File: src/rtl/trigger_multi_if.sv
// trigger_multi_if: signal bundle between the ADC sample registers / control
// registers (master side) and the trigger block (slave side).
//
// There is no valid/ready handshake on this bus. Every clock carries one valid
// sample per channel, and the control fields are sampled continuously.
// trigger is a one-cycle strobe that the consumer must take in the cycle it is
// high, because it is never held or repeated.
//
// Signals:
//   adc_in          packed samples, channel i at [i*DATA_W +: DATA_W]
//   trig_slope      1 = rising trigger, 0 = falling trigger
//   trig_level      unsigned threshold
//   trig_count_req  consecutive qualifying samples needed (0 acts as 1)
//   holdoff         HOLDOFF length minus one, in cycles
//   ch_enable       per-channel permission to fire
//   single_mode     1 = stop in IDLE after holdoff, 0 = re-arm
//   arm             level-sensitive arm request, honoured in IDLE only
//   trigger         single-cycle trigger pulse
//   trig_ch         channel that caused the last trigger
//   armed           high while the FSM is in ARMED
//   dbg_state       raw FSM state encoding (0 IDLE, 1 ARMED, 2 HOLDOFF)
interface trigger_multi_if #(
  parameter int DATA_W = 14,
  parameter int N_CH   = 2,
  parameter int CNT_W  = 8,
  parameter int HOLD_W = 16,
  parameter int CH_W   = 1
);
  logic [N_CH*DATA_W-1:0] adc_in;
  logic                   trig_slope;
  logic [DATA_W-1:0]      trig_level;
  logic [CNT_W-1:0]       trig_count_req;
  logic [HOLD_W-1:0]      holdoff;
  logic [N_CH-1:0]        ch_enable;
  logic                   single_mode;
  logic                   arm;
  logic                   trigger;
  logic [CH_W-1:0]        trig_ch;
  logic                   armed;
  logic [1:0]             dbg_state;

  modport master (
    output adc_in, trig_slope, trig_level, trig_count_req, holdoff,
           ch_enable, single_mode, arm,
    input  trigger, trig_ch, armed, dbg_state
  );

  modport slave (
    input  adc_in, trig_slope, trig_level, trig_count_req, holdoff,
           ch_enable, single_mode, arm,
    output trigger, trig_ch, armed, dbg_state
  );
endinterface

File: src/rtl/trigger_multi.sv
// trigger_multi: multi-channel level/slope trigger with run-length
// qualification and an arm/holdoff state machine.
//
// Ports:
//   clk   sample clock, one sample per channel per cycle
//   rst   asynchronous active-high reset
//   bus   trigger_multi_if.slave. It carries the samples and the trigger
//         controls in, and trigger/trig_ch/armed/dbg_state out.
//
// Each channel compares its sample against the shared level. It also compares
// the sample against its own previous sample, so that only a monotonic run in
// the chosen direction qualifies. A saturating run counter measures how long
// the run has lasted. A channel hits only on the cycle its run reaches the
// required length. This means a sustained condition fires once and must break
// before it can fire again.
module trigger_multi #(
  parameter int DATA_W = 14,
  parameter int N_CH   = 2,
  parameter int CNT_W  = 8,
  parameter int HOLD_W = 16,
  parameter int CH_W   = 1
) (
  input logic             clk,
  input logic             rst,
  trigger_multi_if.slave  bus
);

  typedef enum logic [1:0] {
    IDLE    = 2'd0,
    ARMED   = 2'd1,
    HOLDOFF = 2'd2
  } state_t;

  state_t              state;
  logic                trigReg;
  logic [CH_W-1:0]     trigChReg;
  logic                armedReg;
  logic [HOLD_W-1:0]   holdCnt;

  logic [DATA_W-1:0]   lastVal [N_CH];
  logic [CNT_W-1:0]    runCnt  [N_CH];

  logic [DATA_W-1:0]   sample  [N_CH];
  logic [CNT_W-1:0]    cntNext [N_CH];
  logic [N_CH-1:0]     cond;
  logic [N_CH-1:0]     hit;
  logic [CNT_W-1:0]    nEff;
  logic                anyHit;
  logic [CH_W-1:0]     hitIdx;

  // Qualification and run counting
  always_comb begin
    nEff = (bus.trig_count_req == '0) ? CNT_W'(1) : bus.trig_count_req;
    cond = '0;
    hit  = '0;
    for (int i = 0; i < N_CH; i++) begin
      sample[i] = bus.adc_in[i*DATA_W +: DATA_W];
      if (bus.trig_slope)
        cond[i] = (sample[i] > bus.trig_level) && (sample[i] >= lastVal[i]);
      else
        cond[i] = (sample[i] < bus.trig_level) && (sample[i] <= lastVal[i]);

      // Saturate rather than wrap. A wrap would let a long run pass through
      // nEff a second time and fire again.
      if (!cond[i])
        cntNext[i] = '0;
      else if (runCnt[i] == {CNT_W{1'b1}})
        cntNext[i] = runCnt[i];
      else
        cntNext[i] = runCnt[i] + CNT_W'(1);

      hit[i] = bus.ch_enable[i] && (cntNext[i] == nEff);
    end
  end

  // Fixed priority: the lowest channel index wins.
  always_comb begin
    hitIdx = '0;
    for (int i = N_CH - 1; i >= 0; i--) begin
      if (hit[i]) hitIdx = CH_W'(i);
    end
    anyHit = |hit;
  end

  // The per-channel history runs in every state. Hits seen outside ARMED are
  // therefore consumed, not deferred.
  always_ff @(posedge clk or posedge rst) begin
    if (rst) begin
      for (int i = 0; i < N_CH; i++) begin
        lastVal[i] <= '0;
        runCnt[i]  <= '0;
      end
    end else begin
      for (int i = 0; i < N_CH; i++) begin
        lastVal[i] <= sample[i];
        runCnt[i]  <= cntNext[i];
      end
    end
  end

  // Arm / fire / holdoff state machine. All outputs are registered here.
  always_ff @(posedge clk or posedge rst) begin
    if (rst) begin
      state     <= IDLE;
      trigReg   <= 1'b0;
      trigChReg <= '0;
      armedReg  <= 1'b0;
      holdCnt   <= '0;
    end else begin
      trigReg <= 1'b0;
      case (state)
        IDLE: begin
          if (bus.arm) begin
            state    <= ARMED;
            armedReg <= 1'b1;
          end
        end
        ARMED: begin
          if (anyHit) begin
            trigReg   <= 1'b1;
            trigChReg <= hitIdx;
            holdCnt   <= bus.holdoff;
            state     <= HOLDOFF;
            armedReg  <= 1'b0;
          end
        end
        HOLDOFF: begin
          // The counter is tested before it is decremented, so HOLDOFF lasts
          // holdoff+1 cycles.
          if (holdCnt == '0) begin
            if (bus.single_mode) begin
              state    <= IDLE;
              armedReg <= 1'b0;
            end else begin
              state    <= ARMED;
              armedReg <= 1'b1;
            end
          end else begin
            holdCnt <= holdCnt - HOLD_W'(1);
          end
        end
        default: begin
          state    <= IDLE;
          armedReg <= 1'b0;
        end
      endcase
    end
  end

  assign bus.trigger   = trigReg;
  assign bus.trig_ch   = trigChReg;
  assign bus.armed     = armedReg;
  assign bus.dbg_state = state;

endmodule

File: src/flat_wrapper.sv
// flat-port wrapper written by rule: the top's interface ports become plain ports
module trigger_multi_flat 
#(
  parameter int DATA_W = 14,
  parameter int N_CH   = 2,
  parameter int CNT_W  = 8,
  parameter int HOLD_W = 16,
  parameter int CH_W   = 1
)
  (clk, rst, bus_adc_in, bus_trig_slope, bus_trig_level, bus_trig_count_req, bus_holdoff, bus_ch_enable, bus_single_mode, bus_arm, bus_trigger, bus_trig_ch, bus_armed, bus_dbg_state);
  trigger_multi_if #(.DATA_W(DATA_W), .N_CH(N_CH), .CNT_W(CNT_W), .HOLD_W(HOLD_W), .CH_W(CH_W)) bus_i ();
  input logic clk;
  input logic rst;
  input wire logic [$bits(bus_i.adc_in)-1:0] bus_adc_in;
  input wire logic [$bits(bus_i.trig_slope)-1:0] bus_trig_slope;
  input wire logic [$bits(bus_i.trig_level)-1:0] bus_trig_level;
  input wire logic [$bits(bus_i.trig_count_req)-1:0] bus_trig_count_req;
  input wire logic [$bits(bus_i.holdoff)-1:0] bus_holdoff;
  input wire logic [$bits(bus_i.ch_enable)-1:0] bus_ch_enable;
  input wire logic [$bits(bus_i.single_mode)-1:0] bus_single_mode;
  input wire logic [$bits(bus_i.arm)-1:0] bus_arm;
  output wire logic [$bits(bus_i.trigger)-1:0] bus_trigger;
  output wire logic [$bits(bus_i.trig_ch)-1:0] bus_trig_ch;
  output wire logic [$bits(bus_i.armed)-1:0] bus_armed;
  output wire logic [$bits(bus_i.dbg_state)-1:0] bus_dbg_state;
  assign bus_i.adc_in = bus_adc_in;
  assign bus_i.trig_slope = bus_trig_slope;
  assign bus_i.trig_level = bus_trig_level;
  assign bus_i.trig_count_req = bus_trig_count_req;
  assign bus_i.holdoff = bus_holdoff;
  assign bus_i.ch_enable = bus_ch_enable;
  assign bus_i.single_mode = bus_single_mode;
  assign bus_i.arm = bus_arm;
  assign bus_trigger = bus_i.trigger;
  assign bus_trig_ch = bus_i.trig_ch;
  assign bus_armed = bus_i.armed;
  assign bus_dbg_state = bus_i.dbg_state;
  trigger_multi #(.DATA_W(DATA_W), .N_CH(N_CH), .CNT_W(CNT_W), .HOLD_W(HOLD_W), .CH_W(CH_W)) u_core (.clk(clk), .rst(rst), .bus(bus_i));
endmodule
File: config.mk
export PLATFORM = sky130hd
export DESIGN_NAME = trigger_multi_flat
export DESIGN_NICKNAME = d
export VERILOG_FILES = /design/src/rtl/trigger_multi_if.sv /design/src/rtl/trigger_multi.sv /design/src/flat_wrapper.sv
export SDC_FILE = /design/constraint.sdc
export NUM_CORES = 1
export LEC_CHECK = 0
export BUFFER_PORTS_ARGS = -buffer_cell sky130_fd_sc_hd__buf_4
export CORE_MARGIN = 3
export CORE_UTILIZATION = 50
export CTS_BUF_LIST = sky130_fd_sc_hd__clkbuf_2
export DETAILED_ROUTE_END_ITERATION = 8
export PLACE_DENSITY_LB_ADDON = 0.25
export SLEW_MARGIN = 5
export SYNTH_ARGS = -nofsm -noshare
export SYNTH_HDL_FRONTEND = slang
export SYNTH_SLANG_ARGS = --single-unit
File: constraint.sdc
create_clock -name clk -period 3.7 [get_ports clk]
set_input_delay 0.555 -clock clk [delete_from_list [all_inputs] [get_ports clk]]
set_output_delay 0.555 -clock clk [all_outputs]
set_load 0.02 [all_outputs]
Word level (Yosys, flattened, before mapping)
Cells that the tools add are included.
- flip-flop bits (word level): 65
- $add $sub $neg: 3
- equality and inequality tests: 10
- reductions and logical operators: 14
- order comparisons: 8
- muxes and demuxes: 24
- operators with widths (cell ; number):
    $mux W8 ; 5
    $mux W16 ; 2
    $pmux W16 S2 ; 1
    $ge A14 B14 Y1 ; 2
    $gt A14 B14 Y1 ; 2
    $le A14 B14 Y1 ; 2
    $lt A14 B14 Y1 ; 2
    $add A8 B1 Y8 const B ; 2
    $eq A8 B8 Y1 ; 2
    $eq A8 B8 Y1 const B ; 2
    $logic_not A16 Y1 ; 1
    $sub A16 B1 Y16 const B ; 1
    $mux W1 ; 11
    $logic_not A8 Y1 ; 1
    $logic_and A1 B1 Y1 ; 6
    $mux W2 ; 3
    $pmux W2 S3 ; 1
    $reduce_and A3 Y1 ; 2
    $ne A2 B1 Y1 const B ; 2
    $ne A2 B2 Y1 const B ; 2
    $pmux W1 S3 ; 1
    $eq A2 B1 Y1 const B ; 1
    $eq A2 B2 Y1 const B ; 1
    $logic_not A2 Y1 ; 1
    other kinds (3) ; 3

Logic depth before layout (Yosys ltp)
Gate-level depths: netlist (run 1).
- word-level depth: 9
- depth in mapped cells: 15
- mapped depth without buffers: 12

Least setup slack after synthesis (run 1)
Ideal clock, no wire load.
- kind: input -> register
- start point: input bus_trig_level[7]
- end point: register u_core.holdCnt[1]
- stages on the path: 14
- path slack: 384 ps
- arrival time: 3237 ps
- setup time: 79 ps
- path through: inv_1 -> ha_1 -> a21o_1 -> a221o_1 -> a211o_1 -> nor2_4 -> a22oi_4 -> o2111a_1 -> o2111a_1 -> a32o_2 -> nor2b_2 -> buf_6 -> buf_12 -> mux2i_1
- word-level cells in the longest chain between the ends: 9
- ends and longest elaborated chain (what ; RTL line ; text):
    start: declaration ; flat_wrapper.sv:16 ; input wire logic [$bits(bus_i.trig_level)-1:0] bus_trig_level;
    $lt A14 B14 Y1 or $gt A14 B14 Y1 (tied branches) ; trigger_multi.sv:61, trigger_multi.sv:59 ;
    $logic_and A1 B1 Y1, on equally long branches ; trigger_multi.sv:61, trigger_multi.sv:59 ;
    $mux W1 ; trigger_multi.sv:58 ; if (bus.trig_slope)
    $mux W8 ; trigger_multi.sv:65 ; if (!cond[i])
    $eq A8 B8 Y1 ; trigger_multi.sv:72 ; hit[i] = bus.ch_enable[i] && (cntNext[i] == nEff);
    $logic_and A1 B1 Y1 ; trigger_multi.sv:72 ;
    $reduce_or A2 Y1 (*) ; trigger_multi.sv:82 ; anyHit = |hit;
    $ne A2 B1 Y1 (no source line) (*) ; -- ;
    $reduce_and A3 Y1 (no source line) (*) ; -- ;
    end signal: assignment ; trigger_multi.sv:122 ; holdCnt <= bus.holdoff;
    end signal: assignment ; trigger_multi.sv:139 ; holdCnt <= holdCnt - HOLD_W'(1);
    end: declaration ; trigger_multi.sv:38 ; logic [HOLD_W-1:0] holdCnt;
Mark *: on every way between the ends. The rest lies on a longest branch, timed or not.
A chain may end at the register's enable or synchronous reset.

Worst setup path in the final report (run 1)
- start point: register u_core.lastVal[25] (netlist name)
- end point: register u_core.holdCnt[8]
- word-level cells in the longest chain between the ends: 9
- ends and longest elaborated chain (what ; RTL line ; text):
    start: declaration ; trigger_multi.sv:40 ; logic [DATA_W-1:0] lastVal [N_CH];
    start signal: indexed assignment ; trigger_multi.sv:95 ; lastVal[i] <= sample[i];
    $le A14 B14 Y1 or $ge A14 B14 Y1 (tied branches) ; trigger_multi.sv:61, trigger_multi.sv:59 ;
    $logic_and A1 B1 Y1, on equally long branches ; trigger_multi.sv:61, trigger_multi.sv:59 ;
    $mux W1 (*) ; trigger_multi.sv:58 ;
    $mux W8 (*) ; trigger_multi.sv:65 ;
    $eq A8 B8 Y1 (*) ; trigger_multi.sv:72 ;
    $logic_and A1 B1 Y1 (*) ; trigger_multi.sv:72 ;
    $reduce_or A2 Y1 (*) ; trigger_multi.sv:82 ;
    $ne A2 B1 Y1 (no source line) (*) ; -- ;
    $reduce_and A3 Y1 (no source line) (*) ; -- ;
Marked as above.

==> report_table.html, run 1 <==
<table>
<tr><th>Metric</th><th>Value</th></tr>
<tr><th colspan="2">Timing</th></tr>
<tr><td>Final-report setup violation count</td><td>0</td></tr>
<tr><td>Unrepaired setup endpoints after global routing</td><td>false</td></tr>
<tr><td>F_max</td><td>0.294 GHz</td></tr>
<tr><td>Period utilization</td><td>91.8%</td></tr>
<tr><td>Maximum clock skew at final layout</td><td>0.0413 ns</td></tr>
<tr><td>Worst-Margin Slew</td><td>1.03 ns</td></tr>
<tr><td>Worst rel slew slack</td><td>31.4%</td></tr>
<tr><td>Fin. max-slew vios</td><td>0</td></tr>
<tr><td>Number of hold-slack violations in the final timing report</td><td>0</td></tr>
<tr><td>Clock period minus worst slack</td><td>3.40 ns</td></tr>
<tr><td>Final sum of negative setup slack</td><td>0 ns</td></tr>
<tr><th colspan="2">Yosys</th></tr>
<tr><td>Syn Nets</td><td>682</td></tr>
<tr><td>Leading register cell type out of synthesis</td><td>sky130_fd_sc_hd__dfrtp_1</td></tr>
<tr><td>Mapped Avg Cell Area</td><td>8.96 um2</td></tr>
<tr><td>Netlist Area Pre-Place</td><td>4930 um2</td></tr>
<tr><td>Number of flops mapped to enable cells by yosys</td><td>0</td></tr>
<tr><td>Number of distinct library cell variants in the gate-level netlist after synthesis</td><td>72</td></tr>
<tr><td>Post-synth ARST share</td><td>100%</td></tr>
<tr><td>Cells after Synth</td><td>550</td></tr>
<tr><td>Number of storage elements in the synthesis netlist</td><td>65</td></tr>
<tr><td>Part of the Yosys area used for sequential elements</td><td>33.0%</td></tr>
<tr><td>Yosys warns</td><td>0</td></tr>
<tr><th colspan="2">Placed design</th></tr>
<tr><td>Post-Place Cells</td><td>748</td></tr>
<tr><td>Placer Congestion</td><td>0.942</td></tr>
<tr><td>Half-perimeter wire length after detailed placement</td><td>9400 um</td></tr>
<tr><td>Port bufs</td><td>77</td></tr>
<tr><td>Cell area reported after detailed placement</td><td>5650 um2</td></tr>
<tr><th colspan="2">Power</th></tr>
<tr><td>Leakage power total</td><td>0.00284 uW</td></tr>
<tr><td>Maximum vdd ir drop</td><td>0.286 mV</td></tr>
<tr><td>Design internal power</td><td>1350 uW</td></tr>
<tr><td>Share of total power in sequential cells</td><td>46.0%</td></tr>
<tr><td>Switching Power</td><td>738 uW</td></tr>
<tr><td>Share of total power consumed by net switching</td><td>35.3%</td></tr>
<tr><td>Total power per unit cell area</td><td>362 nW/um2</td></tr>
<tr><td>Total power consumption of the routed design</td><td>2090 uW</td></tr>
<tr><td>Clock share of power</td><td>24.1%</td></tr>
<tr><td>Share of power burned in combinational logic</td><td>29.8%</td></tr>
<tr><th colspan="2">Clock tree</th></tr>
<tr><td>Post-cts hold buffer count</td><td>0</td></tr>
<tr><td>TritonCTS Buffers</td><td>9</td></tr>
<tr><td>Count of clock tree sinks</td><td>65</td></tr>
<tr><td>Clock tree from TritonCTS</td><td>done</td></tr>
<tr><td>CTS-repair resized insts</td><td>0</td></tr>
<tr><td>Maximum buffer depth of the clock tree</td><td>2</td></tr>
<tr><td>Post-CTS setup buffers</td><td>0</td></tr>
<tr><td>H-tree depth reported by CTS</td><td>3</td></tr>
<tr><td>Clock latency on the worst-skew pair</td><td>0.52 ns</td></tr>
<tr><td>Register clock-pin slew on the reported worst setup and hold paths</td><td>0.23 ns</td></tr>
<tr><td>CTS root buf</td><td>sky130_fd_sc_hd__clkbuf_2</td></tr>
<tr><th colspan="2">Final layout</th></tr>
<tr><td>Share of cells above drive strength 1</td><td>19.5%</td></tr>
<tr><td>Fin cells</td><td>764</td></tr>
<tr><td>Number of filler instances in the final layout</td><td>799</td></tr>
<tr><td>Number of diodes added for antenna fixing</td><td>0</td></tr>
<tr><td>Growth of design area from synthesis to finish</td><td>17.3%</td></tr>
<tr><td>NumNets Final</td><td>762</td></tr>
<tr><td>Design Area, Final</td><td>5780 um2</td></tr>
<tr><th colspan="2">Worst setup path</th></tr>
<tr><td>Critical Path Fanout Max</td><td>13</td></tr>
<tr><td>Crit path DAT</td><td>3.77 ns</td></tr>
<tr><td>Critical Path Sink Type</td><td>register</td></tr>
<tr><td>Data required time at the worst endpoint</td><td>4.07 ns</td></tr>
<tr><td>Critical setup path kind</td><td>reg -&gt; reg</td></tr>
<tr><td>Startpoint types</td><td>register</td></tr>
<tr><th colspan="2">Detailed routing</th></tr>
<tr><td>TritonRoute pass-1 iters</td><td>4</td></tr>
<tr><td>Detailed-route wire length</td><td>12,000 um</td></tr>
<tr><td>Number of nets with antenna violations after routing</td><td>0</td></tr>
<tr><td>Final routed DRC violation total</td><td>0</td></tr>
<tr><td>Average wire per cell in the routed design</td><td>15.7 um</td></tr>
<tr><td>DR vias/cell</td><td>5.79</td></tr>
<tr><td>Drt initial violations</td><td>186</td></tr>
<tr><td>DR vias</td><td>4,424</td></tr>
<tr><th colspan="2">Floorplan</th></tr>
<tr><td>Die Footprint</td><td>11,100 um2</td></tr>
<tr><td>DIE HEIGHT</td><td>105 um</td></tr>
<tr><td>Floorplan die width</td><td>105 um</td></tr>
<tr><td>Initial cell density of the core</td><td>52.3%</td></tr>
<tr><td>CORE AREA</td><td>9420 um2</td></tr>
<tr><td>Total number of placement rows</td><td>35</td></tr>
<tr><td>Total I/O pin count</td><td>78</td></tr>
<tr><th colspan="2">Hold path</th></tr>
<tr><td>Classification of the worst-slack hold path</td><td>in -&gt; async</td></tr>
<tr><th colspan="2">Run</th></tr>
<tr><td>Total of max-cap violations</td><td>0</td></tr>
<tr><th colspan="2">Global routing</th></tr>
<tr><td>Antenna violations before repair</td><td>0</td></tr>
<tr><td>Remaining global-route overflow</td><td>0</td></tr>
<tr><td>Pin count of the biggest net entering global routing</td><td>37</td></tr>
<tr><td>Overall track demand over capacity in global routing</td><td>22.1%</td></tr>
<tr><td>First-pass GRT wire length</td><td>20,200 um</td></tr>
<tr><td>Via count of the first global-routing pass</td><td>4,382</td></tr>
<tr><th colspan="2">Outcome</th></tr>
<tr><td>Status</td><td>complete, no violations</td></tr>
</table>
-- Yosys cell counts (7+ instances only) --
library cell / instances / area [um2]
sky130_fd_sc_hd__nor3_1: 16 / 80.1
sky130_fd_sc_hd__nor4_1: 8 / 50.1
sky130_fd_sc_hd__a21oi_1: 43 / 215
sky130_fd_sc_hd__nor2b_1: 13 / 81.3
sky130_fd_sc_hd__inv_1: 55 / 206
sky130_fd_sc_hd__nor2_1: 34 / 128
sky130_fd_sc_hd__nand2_1: 43 / 161
sky130_fd_sc_hd__dfrtp_1: 65 / 1630
sky130_fd_sc_hd__nand3_1: 25 / 125
sky130_fd_sc_hd__a31oi_1: 8 / 50.1
sky130_fd_sc_hd__nand4_1: 11 / 68.8
sky130_fd_sc_hd__ha_1: 59 / 738
sky130_fd_sc_hd__mux2i_1: 7 / 70.1
sky130_fd_sc_hd__a21o_1: 7 / 52.6
sky130_fd_sc_hd__clkbuf_1: 10 / 37.5
sky130_fd_sc_hd__nand2b_1: 10 / 62.6
sky130_fd_sc_hd__and3_1: 9 / 56.3
sky130_fd_sc_hd__xnor2_1: 8 / 70.1
sky130_fd_sc_hd__o21ai_0: 13 / 65.1
-- worst max-delay path: stages, from the launching register on --
cell and delay (ns):
sky130_fd_sc_hd__dfrtp_1 0.40, sky130_fd_sc_hd__inv_1 0.05, sky130_fd_sc_hd__ha_1 0.29, sky130_fd_sc_hd__nand4_1 0.19, sky130_fd_sc_hd__o221a_1 0.37, sky130_fd_sc_hd__a21boi_0 0.15
sky130_fd_sc_hd__o32a_1 0.46, sky130_fd_sc_hd__o211a_1 0.28, sky130_fd_sc_hd__o221a_2 0.32, sky130_fd_sc_hd__a32o_2 0.27, sky130_fd_sc_hd__nor2b_2 0.18, sky130_fd_sc_hd__buf_12 0.16
sky130_fd_sc_hd__o221ai_1 0.13
-- final cells by class --
class                      count  area [um2]  area share, %
clock inverter                 6        82.6           1.43
clock buffer                  10        50.0          0.866
sequential                    65        1630           28.2
timing repair buffer          85         651           11.3
inverter                      55         206           3.57
multi-input combinational    414        3000           51.9
tap                          129         161           2.79
-- flip-flops by register name, summed over array words and instances (netlist names) --
register / count
u_core.bus.trig_ch: 1
u_core.holdCnt: 16
u_core.runCnt: 16
u_core.bus.dbg_state: 2
u_core.bus.armed: 1
u_core.lastVal: 28
u_core.bus.trigger: 1
-- cell families after synthesis --
| family | share of synthesized area [%] |
|---|---|
| buffers and inverters | 6.09 |
| AOI/OAI and AO/OA | 21.9 |
| DFF | 33.0 |
| and+or+nand+nor | 20.1 |
| muxes | 2.16 |
| adders and majority gates | 15.0 |
| xor gates and xnor gates | 1.78 |
-- cell usage in the layout, fill, tap and decap left out, types with 7 or more instances in the layout --
| cell | n |
|---|---|
| sky130_fd_sc_hd__buf_4 | 84 |
| sky130_fd_sc_hd__dfrtp_1 | 65 |
| sky130_fd_sc_hd__ha_1 | 59 |
| sky130_fd_sc_hd__inv_1 | 54 |
| sky130_fd_sc_hd__a21oi_1 | 43 |
| sky130_fd_sc_hd__nand2_1 | 43 |
| sky130_fd_sc_hd__nor2_1 | 34 |
| sky130_fd_sc_hd__nand3_1 | 25 |
| sky130_fd_sc_hd__nor3_1 | 16 |
| sky130_fd_sc_hd__nor2b_1 | 13 |
| sky130_fd_sc_hd__o21ai_0 | 13 |
| sky130_fd_sc_hd__nand4_1 | 11 |
| sky130_fd_sc_hd__nand2b_1 | 10 |
| sky130_fd_sc_hd__clkbuf_2 | 10 |
| sky130_fd_sc_hd__and3_1 | 9 |
| sky130_fd_sc_hd__nor4_1 | 8 |
| sky130_fd_sc_hd__a31oi_1 | 8 |
| sky130_fd_sc_hd__xnor2_1 | 8 |
| sky130_fd_sc_hd__mux2i_1 | 7 |
| sky130_fd_sc_hd__a21o_1 | 7 |
-- layer usage --
metal	up-vias	track usage [%]	part of all wire, %
met5	-	0	0
met4	0	5.44	1.1
met3	13	4.90	5.8
met2	115	36.4	47
met1	2111	29.5	46
li1	2185	-	-
-- power groups by stage --
stage	logic [uW]	registers (uW)	clock network (uW)
3_3_place_gp	599	965	0
6_report	624	963	505
3_5_place_dp	622	971	0
4_1_cts	625	959	515
5_1_grt	702	981	550
2_1_floorplan	421	956	0
-- metrics by stage --
step	setup slack (ns)	hold WS, ns	util (%)
6_report	0.303	0.105	61.4
5_1_grt	0.145	0.0716	61.4
4_1_cts	0.305	0.0945	61.4
3_5_place_dp	0.0239	0.520	60.0
3_3_place_gp	0.0929	0.518	60.0
2_1_floorplan	0.384	0.490	-
-- final timing paths --
kind	from	to	slack (ns)	cells after the start
max reg2reg	u_core.lastVal[25]	u_core.holdCnt[8]	0.30	12
max	u_core.lastVal[25]	u_core.holdCnt[8]	0.30	12
min in group clk	bus_adc_in[25]	u_core.lastVal[11]	0.14	1
min	rst	u_core.lastVal[25]	0.10	2
max in group asynchronous	rst	u_core.lastVal[0]	2.61	3
min reg2reg	u_core.bus.armed	u_core.bus.armed	0.56	2
No activity file was read; power rests on OpenSTA's default activity.
==> run 2, diff against run 1 <==
Settings changed: CELL_PAD_IN_SITES_DETAIL_PLACEMENT from default to 0, CELL_PAD_IN_SITES_GLOBAL_PLACEMENT from default to 1, CORE_UTILIZATION 50 to 45, GPL_TIMING_DRIVEN from default to 0, RECOVER_POWER from default to 25.
==> run 2 against run 1 <==
Worst hold slack gained 0.070 ns. Combinational power shrank 2%. Clock power shrank 5.7%. Largest cell class unchanged. Fmax grew 0.27%. Register-to-register slack is essentially flat. Highest routed layer unchanged. Count of clock-buffer cells in the layout is the same.
==> report_table.html, run 2 (same netlist as run 1, synthesis figures left out) <==
<table>
<tr><th>Metric</th><th>Value</th></tr>
<tr><th colspan="2">Timing</th></tr>
<tr><td>F_max</td><td>0.295 GHz (+0.27%)</td></tr>
<tr><td>Fin. max-slew vios</td><td>0 (unchanged)</td></tr>
<tr><td>Worst hold-check slack</td><td>0.174 ns (+0.0698 ns)</td></tr>
<tr><td>Period utilization</td><td>91.6% (-0.25 points)</td></tr>
<tr><td>Number of hold-slack violations in the final timing report</td><td>0 (unchanged)</td></tr>
<tr><td>Final-report setup violation count</td><td>0 (unchanged)</td></tr>
<tr><td>Worst-Margin Slew</td><td>0.638 ns (-0.390 ns)</td></tr>
<tr><td>Worst rel slew slack</td><td>57.0% (+26 points)</td></tr>
<tr><td>Maximum clock skew at final layout</td><td>0.0235 ns (-0.0178 ns)</td></tr>
<tr><td>Unrepaired setup endpoints after global routing</td><td>false</td></tr>
<tr><td>Clock period minus worst slack</td><td>3.39 ns (-0.00908 ns)</td></tr>
<tr><th colspan="2">Worst setup path</th></tr>
<tr><td>CP startpoint</td><td>u_core.lastVal[23]</td></tr>
<tr><td>Setup slack of the worst register-to-register path</td><td>0.31 ns (about the same)</td></tr>
<tr><td>Critical Path Sink Type</td><td>register</td></tr>
<tr><td>Critical setup path kind</td><td>reg -&gt; reg</td></tr>
<tr><td>Data required time at the worst endpoint</td><td>4.14 ns (+0.07 ns)</td></tr>
<tr><td>Endpoint of the lowest-slack register-to-register path</td><td>u_core.holdCnt[1]</td></tr>
<tr><td>Crit path DAT</td><td>3.83 ns (+0.06 ns)</td></tr>
<tr><td>Critical Path Fanout Max</td><td>10 (-3)</td></tr>
<tr><td>Reg2Reg Depth</td><td>15 (+3)</td></tr>
<tr><td>Crit Reg-Reg Startpoint</td><td>u_core.lastVal[23]</td></tr>
<tr><td>Startpoint types</td><td>register</td></tr>
<tr><th colspan="2">Detailed routing</th></tr>
<tr><td>Average wire per cell in the routed design</td><td>15.5 um (-1.5%)</td></tr>
<tr><td>TritonRoute pass-1 iters</td><td>4 (unchanged)</td></tr>
<tr><td>Drt initial violations</td><td>195 (+4.8%)</td></tr>
<tr><td>Final routed DRC violation total</td><td>0 (unchanged)</td></tr>
<tr><td>DR vias</td><td>4,380 (-0.99%)</td></tr>
<tr><td>DR vias/cell</td><td>5.64 (-2.5%)</td></tr>
<tr><td>Number of nets with antenna violations after routing</td><td>0 (unchanged)</td></tr>
<tr><td>Detailed-route wire length</td><td>12,000 um (about the same)</td></tr>
<tr><th colspan="2">Final layout</th></tr>
<tr><td>Share of cells above drive strength 1</td><td>13.6% (-5.9 points)</td></tr>
<tr><td>Growth of design area from synthesis to finish</td><td>15.8%</td></tr>
<tr><td>Number of diodes added for antenna fixing</td><td>0 (unchanged)</td></tr>
<tr><td>NumNets Final</td><td>768 (+0.79%)</td></tr>
<tr><td>Register with the most flip-flops</td><td>u_core.lastVal</td></tr>
<tr><td>Largest regs</td><td>u_core.lastVal: 28 flops, u_core.holdCnt: 16 flops, u_core.runCnt: 16 flops</td></tr>
<tr><td>Design Area, Final</td><td>5700 um2 (-1.3%)</td></tr>
<tr><td>Commonest non-fill, non-tap cells in the layout</td><td>sky130_fd_sc_hd__dfrtp_1, sky130_fd_sc_hd__ha_1, sky130_fd_sc_hd__inv_1</td></tr>
<tr><td>Commonest non-fill, non-tap cell in the layout</td><td>sky130_fd_sc_hd__dfrtp_1</td></tr>
<tr><td>Max FFs per register</td><td>28 (unchanged)</td></tr>
<tr><th colspan="2">Global routing</th></tr>
<tr><td>Overall track demand over capacity in global routing</td><td>20.0% (-2.1 points)</td></tr>
<tr><td>Via count of the first global-routing pass</td><td>4,316 (-1.5%)</td></tr>
<tr><td>Antenna violations before repair</td><td>0 (unchanged)</td></tr>
<tr><td>First-pass GRT wire length</td><td>20,600 um (+2.0%)</td></tr>
<tr><td>Pin count of the biggest net entering global routing</td><td>56 (+51%)</td></tr>
<tr><td>Remaining global-route overflow</td><td>0 (unchanged)</td></tr>
<tr><th colspan="2">Floorplan</th></tr>
<tr><td>Total number of placement rows</td><td>37 (+5.7%)</td></tr>
<tr><td>Die Footprint</td><td>12,200 um2 (+10%)</td></tr>
<tr><td>DIE HEIGHT</td><td>111 um (+5.1%)</td></tr>
<tr><td>Total I/O pin count</td><td>78 (unchanged)</td></tr>
<tr><td>Initial cell density of the core</td><td>46.9% (-5.4 points)</td></tr>
<tr><td>Floorplan die width</td><td>111 um (+5.1%)</td></tr>
<tr><td>CORE AREA</td><td>10,500 um2 (+12%)</td></tr>
<tr><th colspan="2">Placed design</th></tr>
<tr><td>Placer Congestion</td><td>0.818 (-13%)</td></tr>
<tr><td>Half-perimeter wire length after detailed placement</td><td>9310 um (-0.90%)</td></tr>
<tr><td>Cell area reported after detailed placement</td><td>5680 um2 (+0.53%)</td></tr>
<tr><td>Port bufs</td><td>73 (-5.2%)</td></tr>
<tr><th colspan="2">Clock tree</th></tr>
<tr><td>Register clock-pin slew on the reported worst setup and hold paths</td><td>0.18 ns (-0.05 ns)</td></tr>
<tr><td>Maximum buffer depth of the clock tree</td><td>2 (unchanged)</td></tr>
<tr><td>Post-CTS setup buffers</td><td>0 (unchanged)</td></tr>
<tr><td>TritonCTS Buffers</td><td>9 (unchanged)</td></tr>
<tr><td>H-tree depth reported by CTS</td><td>3 (unchanged)</td></tr>
<tr><td>Clock latency on the worst-skew pair</td><td>0.51 ns (about the same)</td></tr>
<tr><td>Count of clock tree sinks</td><td>65 (unchanged)</td></tr>
<tr><td>CTS root buf</td><td>sky130_fd_sc_hd__clkbuf_2</td></tr>
<tr><td>Clock tree from TritonCTS</td><td>done</td></tr>
<tr><th colspan="2">Hold path</th></tr>
<tr><td>Classification of the worst-slack hold path</td><td>in -&gt; reg</td></tr>
<tr><td>Hold-critical path depth</td><td>1</td></tr>
<tr><td>Min-Delay Endpoint</td><td>u_core.lastVal[14]</td></tr>
<tr><td>Hold path startpoint</td><td>bus_adc_in[0]</td></tr>
<tr><th colspan="2">Power</th></tr>
<tr><td>Leakage power total</td><td>0.00272 uW (-4.0%)</td></tr>
<tr><td>Total power per unit cell area</td><td>358 nW/um2 (-1.1%)</td></tr>
<tr><td>Maximum vdd ir drop</td><td>0.306 mV (+7.0%)</td></tr>
<tr><th colspan="2">Outcome</th></tr>
<tr><td>Status</td><td>complete, no violations</td></tr>
<tr><th colspan="2">Run</th></tr>
<tr><td>Total of max-cap violations</td><td>0 (unchanged)</td></tr>
</table>
==> run 2: cell types whose count changed in the layout (fill, tap and decap cells not counted), sizes merged <==
cell,change
buf,-34
clkbuf,+39
dlygate4sd3,+1
inv,-1
==> run 2: final cells by class <==
class / count / area (um2)
buffer: 16 / 93.8
clock buffer: 10 / 50.0
clock inverter: 5 / 71.3
fill: 1021 / 4800
inverter: 55 / 208
multi-input combinational: 414 / 3000
sequential: 65 / 1630
tap: 136 / 170
timing repair buffer: 75 / 484
==> run 2: how the worst max path moves through the flow <==
stage	end	slack [ns]	cells after the start
after CTS	u_core.holdCnt[1]	0.30	15
after detailed placement	u_core.holdCnt[1]	-0.01	15
after global placement	u_core.holdCnt[15]	-0.008	15
after floorplan	u_core.holdCnt[1]	0.38	14
after global routing	u_core.holdCnt[4]	0.17	14
final	u_core.holdCnt[1]	0.31	15
==> run 2: metrics by stage <==
stage	power, uW	util (%)	cells	setup slack (ns)	TNS (ns)
final	2040	54.3	776	0.312	0
after detailed placement	1590	54.0	760	-0.0108	-0.0169
after global routing	2190	54.3	776	0.167	0
after floorplan	1380	-	550	0.384	0
after CTS	2080	55.3	776	0.301	0
after global placement	1560	53.7	759	-0.00848	-0.00848
==> run 2: power breakdown <==
| part | internal [uW] | total [uW] | leakage (uW) | switching (uW) |
|---|---|---|---|---|
| clock | 217 | 476 | 0.0000745 | 259 |
| combinational | 290 | 609 | 0.00186 | 319 |
| sequential | 828 | 958 | 0.000793 | 131 |
| total | 1330 | 2040 | 0.00272 | 708 |
==> run 2: per-layer routing <==
layer / vias up / share of wire, % / GRT usage, % / wire length, um
met5: - / 0 / 0 / 0
met1: 2068 / 48 / 27.5 / 5720
met4: 0 / 0.58 / 3.86 / 70
met2: 107 / 46 / 32.4 / 5580
li1: 2199 / - / - / -
met3: 6 / 5.5 / 4.77 / 668
==> run 2: critical path, stage by stage (launching register included) <==
cell and delay [ns]:
sky130_fd_sc_hd__dfrtp_1 0.36, sky130_fd_sc_hd__inv_1 0.04, sky130_fd_sc_hd__ha_1 0.30, sky130_fd_sc_hd__nand2_1 0.06, sky130_fd_sc_hd__o21a_1 0.20, sky130_fd_sc_hd__o221a_1 0.28, sky130_fd_sc_hd__a21boi_0 0.14, sky130_fd_sc_hd__o32a_1 0.38
sky130_fd_sc_hd__buf_6 0.17, sky130_fd_sc_hd__o21a_1 0.18, sky130_fd_sc_hd__o221a_2 0.29, sky130_fd_sc_hd__a32o_2 0.32, sky130_fd_sc_hd__nor2b_2 0.14, sky130_fd_sc_hd__buf_6 0.14, sky130_fd_sc_hd__buf_12 0.14, sky130_fd_sc_hd__mux2i_1 0.17
==> run 2: repair_timing <==
action	4_1_cts	5_1_grt
hold buffers	1	0
resized for setup	0	0
endpoints found under the hold margin	10	0
setup endpoints to repair	0	0
==> run 3, diff against run 2 <==
Settings changed: ABC_CLOCK_PERIOD_IN_PS from default to 3700, CELL_PAD_IN_SITES_DETAIL_PLACEMENT 0 to default, CELL_PAD_IN_SITES_GLOBAL_PLACEMENT 1 to default, CORE_UTILIZATION 45 to 50.
==> run 3 against run 2 <==
Critical endpoint unchanged. Total power is 4.6% higher. Worst hold slack better by 0.021 ns. Largest cell class unchanged. The run now ends with max-capacitance violations, max-slew violations left. Non-clock buffer count is 2 lower. Wire length is 2.4% lower. Die area is 9.5% lower. Clock power is 21% higher. Largest power group unchanged. Sequential cell count stayed put. Setup slack better by 0.013 ns.
==> report_table.html, run 3 (same netlist as run 1, synthesis figures left out) <==
<table>
<tr><th>Metric</th><th>Value</th></tr>
<tr><th colspan="2">Worst setup path</th></tr>
<tr><td>Cell chain of the critical path</td><td>inv_1 -&gt; ha_1 -&gt; nand2_1 -&gt; o21a_1 -&gt; o221a_1 -&gt; a21boi_0 -&gt; o32a_1 -&gt; buf_6 -&gt; o21a_1 -&gt; o221a_2 -&gt; a32o_2 -&gt; nor2b_2 -&gt; buf_6 -&gt; buf_12 -&gt; mux2i_1</td></tr>
<tr><td>Critical Path Fanout Max</td><td>10 (unchanged)</td></tr>
<tr><td>Number of buffer and inverter instances along the worst setup path</td><td>4 (unchanged)</td></tr>
<tr><td>Worst stage delay on the critical path</td><td>0.37 ns (about the same)</td></tr>
<tr><td>Crit path DAT</td><td>3.80 ns (-0.03 ns)</td></tr>
<tr><td>Critical Path Sink Type</td><td>register</td></tr>
<tr><td>Critical setup path kind</td><td>reg -&gt; reg</td></tr>
<tr><td>Setup slack of the worst register-to-register path</td><td>0.33 ns (about the same)</td></tr>
<tr><td>Data required time at the worst endpoint</td><td>4.13 ns (about the same)</td></tr>
<tr><td>Library cell contributing the largest single delay on the critical path</td><td>sky130_fd_sc_hd__o32a_1</td></tr>
<tr><td>Cell family with the largest share of critical-path delay</td><td>compound AO/OA/AOI/OAI gates</td></tr>
<tr><td>Startpoint types</td><td>register</td></tr>
<tr><th colspan="2">Final layout</th></tr>
<tr><td>Number of diodes added for antenna fixing</td><td>0 (unchanged)</td></tr>
<tr><td>Register with the most flip-flops</td><td>u_core.lastVal</td></tr>
<tr><td>Growth of design area from synthesis to finish</td><td>15.7% (about the same)</td></tr>
<tr><td>Fraction of the core area covered by cells at the end of the flow</td><td>60.5% (+6.3 points)</td></tr>
<tr><td>FF/Latch Area</td><td>1630 um2 (unchanged)</td></tr>
<tr><td>Largest regs</td><td>u_core.lastVal: 28 flops, u_core.holdCnt: 16 flops, u_core.runCnt: 16 flops</td></tr>
<tr><td>Max FFs per register</td><td>28 (unchanged)</td></tr>
<tr><td>Area of the multi-input gates</td><td>3000 um2 (unchanged)</td></tr>
<tr><td>Share of cells above drive strength 1</td><td>13.8% (+0.18 points)</td></tr>
<tr><td>Commonest non-fill, non-tap cell in the layout</td><td>sky130_fd_sc_hd__dfrtp_1</td></tr>
<tr><td>Commonest non-fill, non-tap cells in the layout</td><td>sky130_fd_sc_hd__dfrtp_1, sky130_fd_sc_hd__ha_1, sky130_fd_sc_hd__inv_1</td></tr>
<tr><td>NumNets Final</td><td>766 (-0.26%)</td></tr>
<tr><td>Number of filler instances in the final layout</td><td>836 (-18%)</td></tr>
<tr><th colspan="2">Timing</th></tr>
<tr><td>Clock period minus worst slack</td><td>3.37 ns (-0.0132 ns)</td></tr>
<tr><td>Unrepaired setup endpoints after global routing</td><td>false</td></tr>
<tr><td>Maximum clock skew at final layout</td><td>0.0425 ns (+0.0190 ns)</td></tr>
<tr><td>Period utilization</td><td>91.2% (-0.36 points)</td></tr>
<tr><td>Number of hold-slack violations in the final timing report</td><td>0 (unchanged)</td></tr>
<tr><td>Final-report setup violation count</td><td>0 (unchanged)</td></tr>
<tr><td>Fin. max-slew vios</td><td>66 (+66)</td></tr>
<tr><td>F_max</td><td>0.296 GHz (+0.39%)</td></tr>
<tr><td>Worst-Margin Slew</td><td>2.50 ns (+1.86 ns)</td></tr>
<tr><td>Worst rel slew slack</td><td>-66.8% (-120 points)</td></tr>
<tr><th colspan="2">Detailed routing</th></tr>
<tr><td>Number of nets with antenna violations after routing</td><td>0 (unchanged)</td></tr>
<tr><td>DR vias</td><td>4,415 (+0.80%)</td></tr>
<tr><td>Detailed-route wire length</td><td>11,800 um (-2.4%)</td></tr>
<tr><td>Drt initial violations</td><td>192 (-1.5%)</td></tr>
<tr><td>DR vias/cell</td><td>5.75 (+1.8%)</td></tr>
<tr><td>Average wire per cell in the routed design</td><td>15.3 um (-1.4%)</td></tr>
<tr><td>Final routed DRC violation total</td><td>0 (unchanged)</td></tr>
<tr><td>TritonRoute pass-1 iters</td><td>5 (+1)</td></tr>
<tr><th colspan="2">Power</th></tr>
<tr><td>Maximum vdd ir drop</td><td>0.240 mV (-22%)</td></tr>
<tr><td>Clock share of power</td><td>26.9% (+3.6 points)</td></tr>
<tr><td>Share of power burned in combinational logic</td><td>28.1% (-1.7 points)</td></tr>
<tr><td>Total power consumption of the routed design</td><td>2140 uW (+4.6%)</td></tr>
<tr><td>Switching Power</td><td>733 uW (+3.5%)</td></tr>
<tr><td>Total power per unit cell area</td><td>375 nW/um2 (+4.7%)</td></tr>
<tr><td>Share of total power consumed by net switching</td><td>34.3% (-0.37 points)</td></tr>
<tr><td>Leakage power total</td><td>0.00273 uW (+0.13%)</td></tr>
<tr><td>Share of total power in sequential cells</td><td>45.0% (-1.9 points)</td></tr>
<tr><td>Design internal power</td><td>1400 uW (+5.2%)</td></tr>
<tr><th colspan="2">Floorplan</th></tr>
<tr><td>Die Footprint</td><td>11,100 um2 (-9.5%)</td></tr>
<tr><td>DIE HEIGHT</td><td>105 um (-4.9%)</td></tr>
<tr><td>Total I/O pin count</td><td>78 (unchanged)</td></tr>
<tr><td>Floorplan die width</td><td>105 um (-4.9%)</td></tr>
<tr><td>CORE AREA</td><td>9420 um2 (-10%)</td></tr>
<tr><td>Total number of placement rows</td><td>35 (-5.4%)</td></tr>
<tr><td>Initial cell density of the core</td><td>52.3% (+5.4 points)</td></tr>
<tr><th colspan="2">Clock tree</th></tr>
<tr><td>Count of clock tree sinks</td><td>65 (unchanged)</td></tr>
<tr><td>TritonCTS Buffers</td><td>9 (unchanged)</td></tr>
<tr><td>CTS-repair resized insts</td><td>0 (unchanged)</td></tr>
<tr><td>Post-cts hold buffer count</td><td>0 (-1)</td></tr>
<tr><td>Post-CTS setup buffers</td><td>0 (unchanged)</td></tr>
<tr><td>Clock latency on the worst-skew pair</td><td>0.51 ns (about the same)</td></tr>
<tr><td>Maximum buffer depth of the clock tree</td><td>2 (unchanged)</td></tr>
<tr><td>Clock tree from TritonCTS</td><td>done</td></tr>
<tr><td>H-tree depth reported by CTS</td><td>3 (unchanged)</td></tr>
<tr><td>Register clock-pin slew on the reported worst setup and hold paths</td><td>0.20 ns (+0.02 ns)</td></tr>
<tr><td>CTS root buf</td><td>sky130_fd_sc_hd__clkbuf_2</td></tr>
<tr><th colspan="2">Global routing</th></tr>
<tr><td>Remaining global-route overflow</td><td>0 (unchanged)</td></tr>
<tr><td>Antenna violations before repair</td><td>0 (unchanged)</td></tr>
<tr><td>Via count of the first global-routing pass</td><td>4,314 (-0.046%)</td></tr>
<tr><td>Pin count of the biggest net entering global routing</td><td>66 (+18%)</td></tr>
<tr><td>First-pass GRT wire length</td><td>20,100 um (-2.4%)</td></tr>
<tr><td>Overall track demand over capacity in global routing</td><td>22.0% (+1.9 points)</td></tr>
<tr><th colspan="2">Outcome</th></tr>
<tr><td>Status</td><td>complete, but fails checks</td></tr>
<tr><td>Failing checks</td><td>max-capacitance violations, max-slew violations</td></tr>
<tr><th colspan="2">Hold path</th></tr>
<tr><td>Classification of the worst-slack hold path</td><td>in -&gt; reg</td></tr>
<tr><th colspan="2">Placed design</th></tr>
<tr><td>Port bufs</td><td>73 (unchanged)</td></tr>
<tr><td>Half-perimeter wire length after detailed placement</td><td>9140 um (-1.8%)</td></tr>
<tr><td>Placer Congestion</td><td>0.896 (+9.5%)</td></tr>
<tr><th colspan="2">Run</th></tr>
<tr><td>Total of max-cap violations</td><td>1 (+1)</td></tr>
</table>
==> run 3: stage by stage <==
stage          TNS (ns)  cells  hold WS [ns]  instance area, um2  setup slack (ns)
2_1_floorplan         0    550         0.490                4930             0.384
3_5_place_dp     -0.267    752         0.532                5640           -0.0961
3_3_place_gp          0    752         0.523                5640            0.0265
5_1_grt               0    768         0.160                5700             0.157
4_1_cts               0    768         0.136                5800             0.294
6_report              0    768         0.196                5700             0.325
==> run 3: per-layer routing <==
metal  vias to the layer above  wire (um)  global-route usage, %
met4                         0        125                   6.47
li1                       2190          -                      -
met1                      2088       5370                   30.6
met2                       126       5590                   35.8
met3                        11        673                   2.76
met5                         -          0                      0
==> run 3: layout make-up <==
class | count | area share (%)
multi-input combinational | 414 | 52.6
sequential | 65 | 28.5
timing repair buffer | 73 | 7.84
inverter | 55 | 3.62
tap | 129 | 2.83
clock inverter | 7 | 2.09
buffer | 16 | 1.65
clock buffer | 9 | 0.790
==> run 3: path summary, 6_finish.rpt <==
check | startpoint | to | depth (start not counted)
min in group asynchronous | rst | u_core.bus.trig_ch | 2
hold reg to reg | u_core.bus.armed | u_core.bus.armed | 2
hold / removal | bus_adc_in[14] | u_core.lastVal[0] | 1
max in group asynchronous | rst | u_core.runCnt[9] | 2
setup reg to reg | u_core.lastVal[23] | u_core.holdCnt[1] | 15
setup / recovery | u_core.lastVal[23] | u_core.holdCnt[1] | 15
==> run 3: worst register-to-register path, cell delays in order (launching register included) <==
cell and delay, ns:
sky130_fd_sc_hd__dfrtp_1 0.36, sky130_fd_sc_hd__inv_1 0.04, sky130_fd_sc_hd__ha_1 0.31, sky130_fd_sc_hd__nand2_1 0.07, sky130_fd_sc_hd__o21a_1 0.19, sky130_fd_sc_hd__o221a_1 0.27
sky130_fd_sc_hd__a21boi_0 0.13, sky130_fd_sc_hd__o32a_1 0.37, sky130_fd_sc_hd__buf_6 0.17, sky130_fd_sc_hd__o21a_1 0.19, sky130_fd_sc_hd__o221a_2 0.27, sky130_fd_sc_hd__a32o_2 0.32
sky130_fd_sc_hd__nor2b_2 0.14, sky130_fd_sc_hd__buf_6 0.14, sky130_fd_sc_hd__buf_12 0.14, sky130_fd_sc_hd__mux2i_1 0.21
==> run 3: power by group through the flow <==
stage	Sequential (uW)	Clock, uW	Combinational (uW)
floorplan	956	0	421
global route	985	609	684
CTS	957	588	617
detailed placement	970	0	616
finish	961	575	601
global placement	965	0	590
